## src/rtl/bp_cce_alu_issue_if.sv

```systemverilog
// Issue and result streams between CCE decode, this sequencer and the
// result consumer. The op field is a plain vector sized by op_width_p so the
// interface does not depend on the op enumeration declared below it.
interface bp_cce_alu_issue_if #(
    parameter int width_p    = 16,
    parameter int num_gpr_p  = 8,
    parameter int op_width_p = 4,
    localparam int lg_num_gpr_lp = $clog2(num_gpr_p)
);
    // micro-op issue (ready-valid)
    logic                     inst_v_i;
    logic                     inst_ready_and_o;
    logic [op_width_p-1:0]    inst_op_i;
    logic [lg_num_gpr_lp-1:0] inst_src_a_i;
    logic [lg_num_gpr_lp-1:0] inst_src_b_i;
    logic                     inst_imm_v_i;
    logic [width_p-1:0]       inst_imm_i;
    logic [lg_num_gpr_lp-1:0] inst_dst_i;

    // result stream (ready-then-valid, consumer yumi)
    logic                     res_v_o;
    logic [width_p-1:0]       res_o;
    logic                     res_zero_o;
    logic [lg_num_gpr_lp-1:0] res_dst_o;
    logic                     res_yumi_i;

    // decode / consumer side
    modport master (
        output inst_v_i, inst_op_i, inst_src_a_i, inst_src_b_i,
               inst_imm_v_i, inst_imm_i, inst_dst_i, res_yumi_i,
        input  inst_ready_and_o, res_v_o, res_o, res_zero_o, res_dst_o
    );

    // sequencer side
    modport slave (
        input  inst_v_i, inst_op_i, inst_src_a_i, inst_src_b_i,
               inst_imm_v_i, inst_imm_i, inst_dst_i, res_yumi_i,
        output inst_ready_and_o, res_v_o, res_o, res_zero_o, res_dst_o
    );
endinterface

// CCE ALU operation encoding shared with the ALU.
package bp_cce_alu_issue_pkg;
    typedef enum logic [3:0] {
        e_alu_add  = 4'd0,
        e_alu_sub  = 4'd1,
        e_alu_lsh  = 4'd2,
        e_alu_rsh  = 4'd3,
        e_alu_and  = 4'd4,
        e_alu_or   = 4'd5,
        e_alu_xor  = 4'd6,
        e_alu_neg  = 4'd7,
        e_alu_not  = 4'd8,
        e_alu_nand = 4'd9,
        e_alu_nor  = 4'd10,
        e_alu_inc  = 4'd11,
        e_alu_dec  = 4'd12
    } bp_cce_inst_alu_op_e;
endpackage

```

## src/rtl/bp_cce_alu_issue.sv

```systemverilog
// Issue/write-back sequencer for the CCE ALU: clears the GPR file after
// reset, accepts one micro-op at a time, drives the external combinational
// ALU for one cycle, holds the result until the consumer takes it and then
// writes it back to the destination GPR.
module bp_cce_alu_issue
    import bp_cce_alu_issue_pkg::*;
#(
    parameter int width_p   = 16,
    parameter int num_gpr_p = 8,
    localparam int lg_num_gpr_lp = $clog2(num_gpr_p)
) (
    input  logic                     clk_i,
    input  logic                     reset_i,
    bp_cce_alu_issue_if.slave        io,
    output logic [width_p-1:0]       alu_opd_a_o,
    output logic [width_p-1:0]       alu_opd_b_o,
    output bp_cce_inst_alu_op_e      alu_op_o,
    input  logic [width_p-1:0]       alu_res_i,
    input  logic                     gpr_w_v_i,
    input  logic [lg_num_gpr_lp-1:0] gpr_w_addr_i,
    input  logic [width_p-1:0]       gpr_w_data_i
);

    localparam logic [1:0] e_clear = 2'd0;
    localparam logic [1:0] e_ready = 2'd1;
    localparam logic [1:0] e_exec  = 2'd2;
    localparam logic [1:0] e_wb    = 2'd3;

    localparam logic [lg_num_gpr_lp-1:0] LAST_GPR = lg_num_gpr_lp'(num_gpr_p - 1);

    logic [1:0]               r_state;
    logic [lg_num_gpr_lp-1:0] r_cnt;
    logic [width_p-1:0]       r_gpr [num_gpr_p];

    bp_cce_inst_alu_op_e      r_op;
    logic [lg_num_gpr_lp-1:0] r_dst;
    logic [width_p-1:0]       r_opd_a;
    logic [width_p-1:0]       r_opd_b;

    logic                     r_res_v;
    logic [width_p-1:0]       r_res;
    logic [lg_num_gpr_lp-1:0] r_res_dst;

    logic                     w_accept;
    logic                     w_wb_we;
    logic                     w_ext_we;
    logic [width_p-1:0]       w_opd_a;
    logic [width_p-1:0]       w_opd_b;

    // Ready is masked by reset so nothing is taken while the block is held.
    assign io.inst_ready_and_o = (r_state == e_ready) & ~reset_i;
    assign w_accept = io.inst_v_i & io.inst_ready_and_o;
    assign w_wb_we  = (r_state == e_wb) & io.res_yumi_i & ~reset_i;
    assign w_ext_we = gpr_w_v_i & (r_state != e_clear) & ~reset_i;

    // Operand read with write-through bypass of a same-cycle external write.
    // Write-back never coincides with accept, so only the external port needs
    // bypassing here.
    assign w_opd_a = (w_ext_we && gpr_w_addr_i == io.inst_src_a_i)
                   ? gpr_w_data_i : r_gpr[io.inst_src_a_i];
    assign w_opd_b = io.inst_imm_v_i ? io.inst_imm_i
                   : (w_ext_we && gpr_w_addr_i == io.inst_src_b_i)
                   ? gpr_w_data_i : r_gpr[io.inst_src_b_i];

    // ALU drive comes straight from the latched operands, so it holds its
    // value whenever no new op is being accepted.
    assign alu_opd_a_o = r_opd_a;
    assign alu_opd_b_o = r_opd_b;
    assign alu_op_o    = r_op;

    assign io.res_v_o    = r_res_v;
    assign io.res_o      = r_res;
    assign io.res_zero_o = (r_res == '0);
    assign io.res_dst_o  = r_res_dst;

    // Sequencer: clear sweep, then ready -> exec -> wb -> ready per op.
    always_ff @(posedge clk_i) begin
        if (reset_i) begin
            r_state <= e_clear;
            r_cnt   <= '0;
        end else begin
            case (r_state)
                e_clear: begin
                    r_cnt <= r_cnt + 1'b1;
                    if (r_cnt == LAST_GPR) r_state <= e_ready;
                end
                e_ready: if (w_accept) r_state <= e_exec;
                e_exec:  r_state <= e_wb;
                e_wb:    if (io.res_yumi_i) r_state <= e_ready;
                default: r_state <= e_clear;
            endcase
        end
    end

    // Latch op, destination and operands at accept.
    always_ff @(posedge clk_i) begin
        if (reset_i) begin
            r_op    <= e_alu_add;
            r_dst   <= '0;
            r_opd_a <= '0;
            r_opd_b <= '0;
        end else if (w_accept) begin
            r_op    <= bp_cce_inst_alu_op_e'(io.inst_op_i);
            r_dst   <= io.inst_dst_i;
            r_opd_a <= w_opd_a;
            r_opd_b <= w_opd_b;
        end
    end

    // Capture the ALU result in exec; drop valid once the consumer takes it.
    always_ff @(posedge clk_i) begin
        if (reset_i) begin
            r_res_v   <= 1'b0;
            r_res     <= '0;
            r_res_dst <= '0;
        end else if (r_state == e_exec) begin
            r_res_v   <= 1'b1;
            r_res     <= alu_res_i;
            r_res_dst <= r_dst;
        end else if (w_wb_we) begin
            r_res_v   <= 1'b0;
        end
    end

    // GPR file: clear sweep, then write-back, then external write (lowest).
    always_ff @(posedge clk_i) begin
        for (int i = 0; i < num_gpr_p; i++) begin
            if (!reset_i) begin
                if (r_state == e_clear && r_cnt == lg_num_gpr_lp'(i))
                    r_gpr[i] <= '0;
                else if (w_wb_we && r_res_dst == lg_num_gpr_lp'(i))
                    r_gpr[i] <= r_res;
                else if (w_ext_we && gpr_w_addr_i == lg_num_gpr_lp'(i))
                    r_gpr[i] <= gpr_w_data_i;
            end
        end
    end

    // A consumer must not take a result that is not being offered.
    always_ff @(posedge clk_i) begin
        if (!reset_i) assert (!(io.res_yumi_i && !io.res_v_o));
    end

endmodule

```

## src/flat_wrapper.sv

```systemverilog
// flat-port wrapper written by rule: the top's interface ports become plain ports
module bp_cce_alu_issue_flat import bp_cce_alu_issue_pkg::*;
#(
    parameter int width_p   = 16,
    parameter int num_gpr_p = 8,
    localparam int lg_num_gpr_lp = $clog2(num_gpr_p)
)
  (clk_i, reset_i, alu_opd_a_o, alu_opd_b_o, alu_op_o, alu_res_i, gpr_w_v_i, gpr_w_addr_i, gpr_w_data_i, io_inst_v_i, io_inst_op_i, io_inst_src_a_i, io_inst_src_b_i, io_inst_imm_v_i, io_inst_imm_i, io_inst_dst_i, io_res_yumi_i, io_inst_ready_and_o, io_res_v_o, io_res_o, io_res_zero_o, io_res_dst_o);
  bp_cce_alu_issue_if #(.width_p(width_p), .num_gpr_p(num_gpr_p), .op_width_p($bits(bp_cce_inst_alu_op_e))) io_i ();
  input  logic clk_i;
  input  logic reset_i;
  output logic [width_p-1:0] alu_opd_a_o;
  output logic [width_p-1:0] alu_opd_b_o;
  output bp_cce_inst_alu_op_e alu_op_o;
  input  logic [width_p-1:0] alu_res_i;
  input  logic gpr_w_v_i;
  input  logic [lg_num_gpr_lp-1:0] gpr_w_addr_i;
  input  logic [width_p-1:0] gpr_w_data_i;
  input wire logic [$bits(io_i.inst_v_i)-1:0] io_inst_v_i;
  input wire logic [$bits(io_i.inst_op_i)-1:0] io_inst_op_i;
  input wire logic [$bits(io_i.inst_src_a_i)-1:0] io_inst_src_a_i;
  input wire logic [$bits(io_i.inst_src_b_i)-1:0] io_inst_src_b_i;
  input wire logic [$bits(io_i.inst_imm_v_i)-1:0] io_inst_imm_v_i;
  input wire logic [$bits(io_i.inst_imm_i)-1:0] io_inst_imm_i;
  input wire logic [$bits(io_i.inst_dst_i)-1:0] io_inst_dst_i;
  input wire logic [$bits(io_i.res_yumi_i)-1:0] io_res_yumi_i;
  output wire logic [$bits(io_i.inst_ready_and_o)-1:0] io_inst_ready_and_o;
  output wire logic [$bits(io_i.res_v_o)-1:0] io_res_v_o;
  output wire logic [$bits(io_i.res_o)-1:0] io_res_o;
  output wire logic [$bits(io_i.res_zero_o)-1:0] io_res_zero_o;
  output wire logic [$bits(io_i.res_dst_o)-1:0] io_res_dst_o;
  assign io_i.inst_v_i = io_inst_v_i;
  assign io_i.inst_op_i = io_inst_op_i;
  assign io_i.inst_src_a_i = io_inst_src_a_i;
  assign io_i.inst_src_b_i = io_inst_src_b_i;
  assign io_i.inst_imm_v_i = io_inst_imm_v_i;
  assign io_i.inst_imm_i = io_inst_imm_i;
  assign io_i.inst_dst_i = io_inst_dst_i;
  assign io_i.res_yumi_i = io_res_yumi_i;
  assign io_inst_ready_and_o = io_i.inst_ready_and_o;
  assign io_res_v_o = io_i.res_v_o;
  assign io_res_o = io_i.res_o;
  assign io_res_zero_o = io_i.res_zero_o;
  assign io_res_dst_o = io_i.res_dst_o;
  bp_cce_alu_issue #(.width_p(width_p), .num_gpr_p(num_gpr_p)) u_core (.clk_i(clk_i), .reset_i(reset_i), .io(io_i), .alu_opd_a_o(alu_opd_a_o), .alu_opd_b_o(alu_opd_b_o), .alu_op_o(alu_op_o), .alu_res_i(alu_res_i), .gpr_w_v_i(gpr_w_v_i), .gpr_w_addr_i(gpr_w_addr_i), .gpr_w_data_i(gpr_w_data_i));
endmodule
```

## config.mk

```make
export PLATFORM = sky130hd
export DESIGN_NAME = bp_cce_alu_issue_flat
export DESIGN_NICKNAME = d
export VERILOG_FILES = /design/src/rtl/bp_cce_alu_issue_if.sv /design/src/rtl/bp_cce_alu_issue.sv /design/src/flat_wrapper.sv
export SDC_FILE = /design/constraint.sdc
export NUM_CORES = 1
export LEC_CHECK = 0
export ABC_AREA = 1
export CAP_MARGIN = 10
export CORE_MARGIN = 2
export CORE_UTILIZATION = 59
export CTS_BUF_LIST = sky130_fd_sc_hd__clkbuf_8
export DETAILED_ROUTE_END_ITERATION = 16
export PLACE_DENSITY = 0.83
export SLEW_MARGIN = 20
export SYNTH_ARGS = -nofsm -noshare
export SYNTH_HDL_FRONTEND = slang
export SYNTH_SLANG_ARGS = --single-unit
```

## constraint.sdc

```tcl
create_clock -name clk_i -period 3.1 [get_ports clk_i]
set_clock_uncertainty 0.05 [all_clocks]
set_input_delay 0.465 -clock clk_i [delete_from_list [all_inputs] [get_ports clk_i]]
set_output_delay 0.465 -clock clk_i [all_outputs]
set_load 0.01 [all_outputs]
```

==> metrics.md, run 1 <==
| Metric | Value |
|---|---|
| Status | completed |
| Crit Path Max Fanout | 10 |
| Max Freq | roughly 360 MHz |
| Crit path time final | approximately 2.8 ns |
| Setup ws final | roughly 0.33 ns |
| Worst-margin pin slew | about 0.82 ns |
| Total global routing overflow | 0 |
| Final-report hold violation count | 0 |
| CTS buffer count | 17 |
| Vias per Instance | a little over 6 |
| FP Rows | 49 |
| First-pass GRT wire length | between 50000 and 60000 µm |
| Critical Path, Cell by Cell | clkinv_1 > nand4_1 > nor4_1 > clkdlybuf4s50_1 |
| Die ar. | 19700 µm² |
| Cell Pwr Density | 562 nW/µm² |
| Die width | approximately 140 µm |
| Hold EP | u_core.alu_opd_b_o[10] |
| # clock sinks | ~190 |
| Final setup viols | 0 |
| Port bufs | 127 |
| GRT Util Overall | 36.0% |
| Initial Utilization | roughly three fifths |
| Nets | between 1500 and 2000 |
| Die height | around 140 µm |
| Type of origin of the critical path | register |
| Hold Crit Class | register to register |
| Worst Hold Launch | u_core.alu_opd_b_o[10] |
| Post-synthesis sequential area ratio | approximately 47% |
| EDFF count, synth | 128 |
| RD Place Congestion | ~0.98 |
| Fillcell total | between 1000 and 1500 |
| Max IR drop VDD | roughly 0.00044 V |
| Routed wire length | 35200 µm |
| Hold Path Depth | 2 |
| CP max-delay cell | clkinv_1 |
| Critical Path Sink Type | output pin |
| H-tree levels | 4 |
| Ratio of cells with drive above 1 in the final layout | about 7.4% |
| # DRC | 0 |
| Buf+Inv Stages, Crit Path | 2 |
| P_leak | approximately 5.4 nW |
| First-pass detailed-route iteration total | 11 |
| Syn avg cell area | 7.72 µm² |
| Synth-to-Final Area Change | 17.9% |
| Setup Buffers After CTS | 0 |
| Via count | around 11000 |
| Syn Nets | about 1500 |
| WS Path Type | register to output pin |
| Hold Buf Count CTS | 0 |
| Clock Latency Late Sink | around 0.48 ns |
| Most frequent cells in the layout | nand2_1 (239), inv_1 (191), nand3_1 (174) |
| Post_cts resized | 0 |
| Asr flop ratio synth | 0% |
| Data required time of the worst path | approximately 2.6 ns |
| Commonest non-fill, non-tap cell in the layout | nand2_1 |
| Top cells by area in the synthesized netlist | edfxtp_1 (35%), dfxtp_1 (12%), nand2_1 (8.2%), nand3_1 (7.9%), inv_1 (6.5%) |
| Antenna cells | 0 |
| Clock transition at the registers of the reported paths | 0.10 ns |
| Synthesized flop and latch total | roughly 190 |
| Root buf cell | clkbuf_8 |
| Core area | around 18000 µm² |
| CP Data Arrival Time | between 2 and 2.5 ns |
| RR Endpoint | u_core.r_gpr[4][6] |
| Synth area leader | edfxtp_1 |
| DR WL/cell | just under 20 µm |
| Fin crit share | between 80% and 90% |
| Reg2Reg Setup Slack | around 0.67 ns |
| Worst R2R Path Depth | 9 |
| R2R Path Start | u_core.r_state[0] |
| CP delay by family, top | buffers and inverters |
| RSZ-0062 raised after global routing | false |
| Ys flop type | edfxtp_1 |
| Max Cap Viol | 0 |
| CTS Buffer Depth | 2 |
| DP Wirelength | 24300 µm |
| Area of the mapped netlist | 11000 µm² |
| Rel. slew slack | between 40% and 50% |
| Initial antenna violation count | 0 |
| Max stage delay on crit path | around 0.54 ns |
| I/O Pins | ~130 |
| Largest net degree at the start of global routing | slightly below 60 |
| Synth Instances | about 1400 |
| Iteration-0 DRC Markers | 1569 |
| DRT antenna net count | 0 |
| Slew Viols, Final | 0 |
| Setup TNS | 0 ns |
| Post-Place Worst Slack | between 0.4 and 0.5 ns |
| CTS tree | yes |
| Total number of yosys warnings | 0 |
| Yosys cell types | 35 |
| Share of the synthesized area in the top cell type | between 30% and 40% |
| Vias in the first global route | between 10000 and 15000 |
worst reg2reg max path: stages, from the launching register on:
cell      delay [ns]
dfxtp_1         0.39
inv_1           0.09
ha_1            0.34
inv_4           0.16
nand3_4         0.13
inv_1           0.15
nand4_1         0.14
buf_4           0.25
o211ai_1        0.11
buf_4           0.28
layout make-up:
cell class | count | area (µm²) | area share [%]
Clock buffer | 18 | 248 | 1.91
Clock inverter | 14 | 184 | 1.42
Inverter | 214 | 808 | 6.24
Multi-Input combinational cell | 924 | 4620 | 35.7
Sequential cell | 192 | 5120 | 39.6
Tap cell | 229 | 287 | 2.21
Timing Repair Buffer | 178 | 1680 | 12.9
flip-flops by register name (all words and copies together) (netlist names):
| signal | count |
|---|---|
| u_core.alu_opd_b_o | 16 |
| u_core.r_cnt | 3 |
| u_core.alu_op_o | 4 |
| u_core.r_state | 2 |
| u_core.io.res_v_o | 1 |
| u_core.io.res_dst_o | 3 |
| u_core.alu_opd_a_o | 16 |
| u_core.r_gpr | 128 |
| u_core.r_dst | 3 |
| u_core.io.res_o | 16 |
routing by layer:
metal  wire length (µm)  part of all wire [%]  track usage, %
met1              12400                    35            43.2
met4               2460                   7.0            25.6
met5                  0                     0               0
met2              16700                    47            58.1
met3               3700                    11            7.49
stage by stage:
step	std cells	cell area (µm²)	total power, mW	hold slack (ns)	util (%)
2_1_floorplan	1423	11000	4.46	0.380	-
3_3_place_gp	1737	12500	5.37	0.401	69.0
3_5_place_dp	1737	12500	5.44	0.405	69.0
4_1_cts	1769	13000	7.23	0.420	71.4
5_1_grt	1769	13000	7.58	0.436	71.4
6_report	1769	13000	7.28	0.417	71.4
cells by family after synthesis:
family	count (synthesis)	synth area share, %
and+or+nand+nor	518	20.8
xor gates and xnor gates	2	0.159
buffers and inverters	307	11.3
DFF	192	46.6
adders and majority gates	10	1.14
AOI/OAI and AO/OA	394	19.9
synth_stat cells (3+ instances only):
| cell | count |
|---|---|
| nand2_1 | 240 |
| inv_1 | 189 |
| nand3_1 | 174 |
| o21ai_0 | 132 |
| edfxtp_1 | 128 |
| o22ai_1 | 113 |
| a21oi_1 | 106 |
| nor2_1 | 75 |
| dfxtp_1 | 64 |
| clkbuf_1 | 43 |
| buf_2 | 27 |
| clkinv_1 | 16 |
| o21ai_1 | 15 |
| buf_1 | 10 |
| ha_1 | 10 |
| a21boi_1 | 9 |
| buf_4 | 9 |
| o211ai_1 | 8 |
| a21boi_0 | 7 |
| inv_2 | 7 |
| nor3_1 | 7 |
| nand4_1 | 5 |
| nand2_2 | 4 |
| nand3_2 | 4 |
| nor2_4 | 3 |
| o21ai_2 | 3 |
worst max path at each step:
stage                                   start                   to  slack [ns]  cells after the start
after global placement                reset_i  u_core.r_gpr[5][11]        0.53                      9
after detailed placement              reset_i  u_core.r_gpr[5][11]        0.42                      9
after global routing      u_core.io.res_o[11]        io_res_zero_o        0.30                      4
final                     u_core.io.res_o[11]        io_res_zero_o        0.33                      4
after CTS                 u_core.io.res_o[11]        io_res_zero_o        0.43                      4
after floorplan             u_core.r_state[0]   u_core.r_gpr[2][0]        0.72                      9
where the power goes:
| part | switching, mW | internal (mW) | leakage, nW |
|---|---|---|---|
| clock | 0.930 | 0.901 | 0.232 |
| sequential | 0.179 | 3.08 | 1.72 |
| combinational | 1.43 | 0.751 | 3.50 |
No activity file was read; power rests on OpenSTA's default activity.
==> inputs of run 2 (changes only) <==
--- a/config.mk
+++ b/config.mk
@@ -7,9 +7,10 @@
 export LEC_CHECK = 0
 export ABC_AREA = 1
 export CAP_MARGIN = 10
-export CORE_MARGIN = 2
+export CORE_MARGIN = 4
 export CORE_UTILIZATION = 59
 export CTS_BUF_LIST = sky130_fd_sc_hd__clkbuf_8
+export CTS_CLUSTER_SIZE = 20
 export DETAILED_ROUTE_END_ITERATION = 16
 export PLACE_DENSITY = 0.83
 export SLEW_MARGIN = 20
==> metrics.md, run 2 (synthesis gave the netlist of run 1 again) <==
| Metric | Value |
|---|---|
| CP Data Arrival Time | 2.20 ns (-0.06 ns) |
| Max FFs per register | 128 (unchanged) |
| Final-report hold violation count | 0 (unchanged) |
| Max IR drop VDD | 0.000568 V (+29%) |
| Data required time of the worst path | 2.58 ns (about the same) |
| Fin crit share | 87.6% (-1.8 points) |
| Register Area | 5120 µm² (unchanged) |
| Worst R2R Path Depth | 9 (unchanged) |
| CTS Buffer Depth | 2 (unchanged) |
| P_sw | 2.55 mW (+0.16%) |
| Clock share of power | 24.5% (-0.6 points) |
| FP Rows | 49 (unchanged) |
| CTS tree | yes |
| Crit Path Max Fanout | 10 (unchanged) |
| Setup ws final | 0.383 ns (+0.0573 ns) |
| Initial Utilization | 60.6% (unchanged) |
| P_leak | 5.41 nW (-0.71%) |
| Vias per Instance | 6.15 (-1.3%) |
| DRT antenna net count | 0 (unchanged) |
| H-tree levels | 4 (unchanged) |
| Most frequent cells in the layout | nand2_1 (239), inv_1 (191), nand3_1 (174) |
| GRT Util Overall | 33.8% (-2.2 points) |
| Clock Latency Late Sink | 0.48 ns (about the same) |
| Comb power frac | 30.1% (about the same) |
| P_int | 4.64 mW (-2.1%) |
| Ratio of cells with drive above 1 in the final layout | 6.98% (-0.43 points) |
| Hold Buf Count CTS | 0 (unchanged) |
| Fillcell total | 1455 (+0.76%) |
| Root buf cell | clkbuf_8 |
| Die width | 144 µm (+2.8%) |
| Status | completed |
| Total global routing overflow | 0 (unchanged) |
| First-pass detailed-route iteration total | 7 (-4) |
| I/O Pins | 128 (unchanged) |
| Post-Place Worst Slack | 0.512 ns (+0.0879 ns) |
| Type of origin of the critical path | register |
| Initial antenna violation count | 0 (unchanged) |
| Vias in the first global route | 10252 (-1.9%) |
| Hold Crit Class | register to register |
| Worst Hold Launch | u_core.r_dst[2] |
| Port bufs | 127 (unchanged) |
| Synth-to-Final Area Change | 17.4% |
| Biggest register | u_core.r_gpr |
| Commonest non-fill, non-tap cell in the layout | nand2_1 |
| Non-filler instance count after layout | 1763 (-0.34%) |
| DP Wirelength | 24500 µm (+1.1%) |
| Largest net degree at the start of global routing | 82 (+41%) |
| Setup TNS | 0 ns (unchanged) |
| Setup Buffers After CTS | 0 (unchanged) |
| Footprint of the multi-input gates | 4620 µm² (unchanged) |
| Iteration-0 DRC Markers | 1415 (-9.8%) |
| Max Freq | 368 MHz (+2.1%) |
| Die height | 144 µm (+2.8%) |
| Max Cap Viol | 0 (unchanged) |
| Sequential Power Share | 45.5% (+0.7 points) |
| CTS buffer count | 17 (unchanged) |
| RR Endpoint | u_core.r_gpr[4][13] |
| # clock sinks | 192 (unchanged) |
| Rel. slew slack | 44.5% (-0.69 points) |
| Hold EP | u_core.r_dst[2] |
| # DRC | 0 (unchanged) |
| Slew Viols, Final | 0 (unchanged) |
| Via count | 10838 (-1.7%) |
| Hold Slack | 0.410 ns (-0.00758 ns) |
| Worst-margin pin slew | 0.831 ns (+0.0103 ns) |
| Clock transition at the registers of the reported paths | 0.10 ns (about the same) |
| Die ar. | 20900 µm² (+5.8%) |
| Switching share of power | 35.4% (+0.52 points) |
| First-pass GRT wire length | 53900 µm (-1.4%) |
| Reg2Reg Setup Slack | 0.68 ns (about the same) |
| Post_cts resized | 0 (unchanged) |
| Critical Path Sink Type | output pin |
| Post-layout power | 7.18 mW (-1.3%) |
| Crit path time final | 2.72 ns (-0.0573 ns) |
| Antenna cells | 0 (unchanged) |
| Nets | 1601 (-0.37%) |
| WS Path Type | register to output pin |
| Routed wire length | 35600 µm (+1.1%) |
| Final setup viols | 0 (unchanged) |
| Hold Path Depth | 2 (unchanged) |
| R2R Path Start | u_core.r_state[0] |
| RD Place Congestion | 1.00 (+2.1%) |
| Placed Cells | 1731 (-0.35%) |
| DR WL/cell | 20.2 µm (+1.4%) |
| Cell Pwr Density | 557 nW/µm² (-0.94%) |
| RSZ-0062 raised after global routing | false |
| Core area | 18100 µm² (unchanged) |
## run 2: worst max path at each step
| stage | depth (start not counted) | start | end |
|---|---|---|---|
| after global routing | 4 | u_core.io.res_o[11] | io_res_zero_o |
| after CTS | 4 | u_core.io.res_o[12] | io_res_zero_o |
| after detailed placement | 9 | reset_i | u_core.r_gpr[5][10] |
| final | 4 | u_core.io.res_o[12] | io_res_zero_o |
| after global placement | 9 | reset_i | u_core.r_gpr[5][13] |
| after floorplan | 9 | u_core.r_state[0] | u_core.r_gpr[2][0] |
## run 2: layout make-up
| cell class | count | share of cell area, % |
|---|---|---|
| Clock buffer | 18 | 1.92 |
| Clock inverter | 14 | 1.26 |
| Inverter | 214 | 6.26 |
| Multi-Input combinational cell | 924 | 35.8 |
| Sequential cell | 192 | 39.7 |
| Tap cell | 229 | 2.22 |
| Timing Repair Buffer | 172 | 12.8 |
## run 2: routing by layer
layer	global-route usage [%]	wire [µm]	part of all wire [%]
met2	56.5	17400	49
met5	0	0	0
met1	40.5	12600	35
met4	19.0	2020	5.7
met3	7.24	3530	9.9
## run 2: power groups by stage
stage / sequential, mW / combinational, mW / clock (mW)
floorplan: 3.34 / 1.12 / 0
global placement: 3.30 / 2.06 / 0
detailed placement: 3.32 / 2.11 / 0
CTS: 3.26 / 2.12 / 1.75
global route: 3.30 / 2.33 / 1.85
finish: 3.27 / 2.16 / 1.76
## run 2: critical path, stage by stage (launching register included)
cell and delay [ns]:
dfxtp_1 0.35, clkinv_1 0.52, nand4_1 0.29, nor4_1 0.07
clkdlybuf4s50_1 0.49
## run 2: metrics by stage
stage	cell area, µm²	utilization [%]
4_1_cts	12900	71.1
5_1_grt	12900	71.1
3_5_place_dp	12500	68.8
2_1_floorplan	11000	-
6_report	12900	71.1
3_3_place_gp	12500	68.8
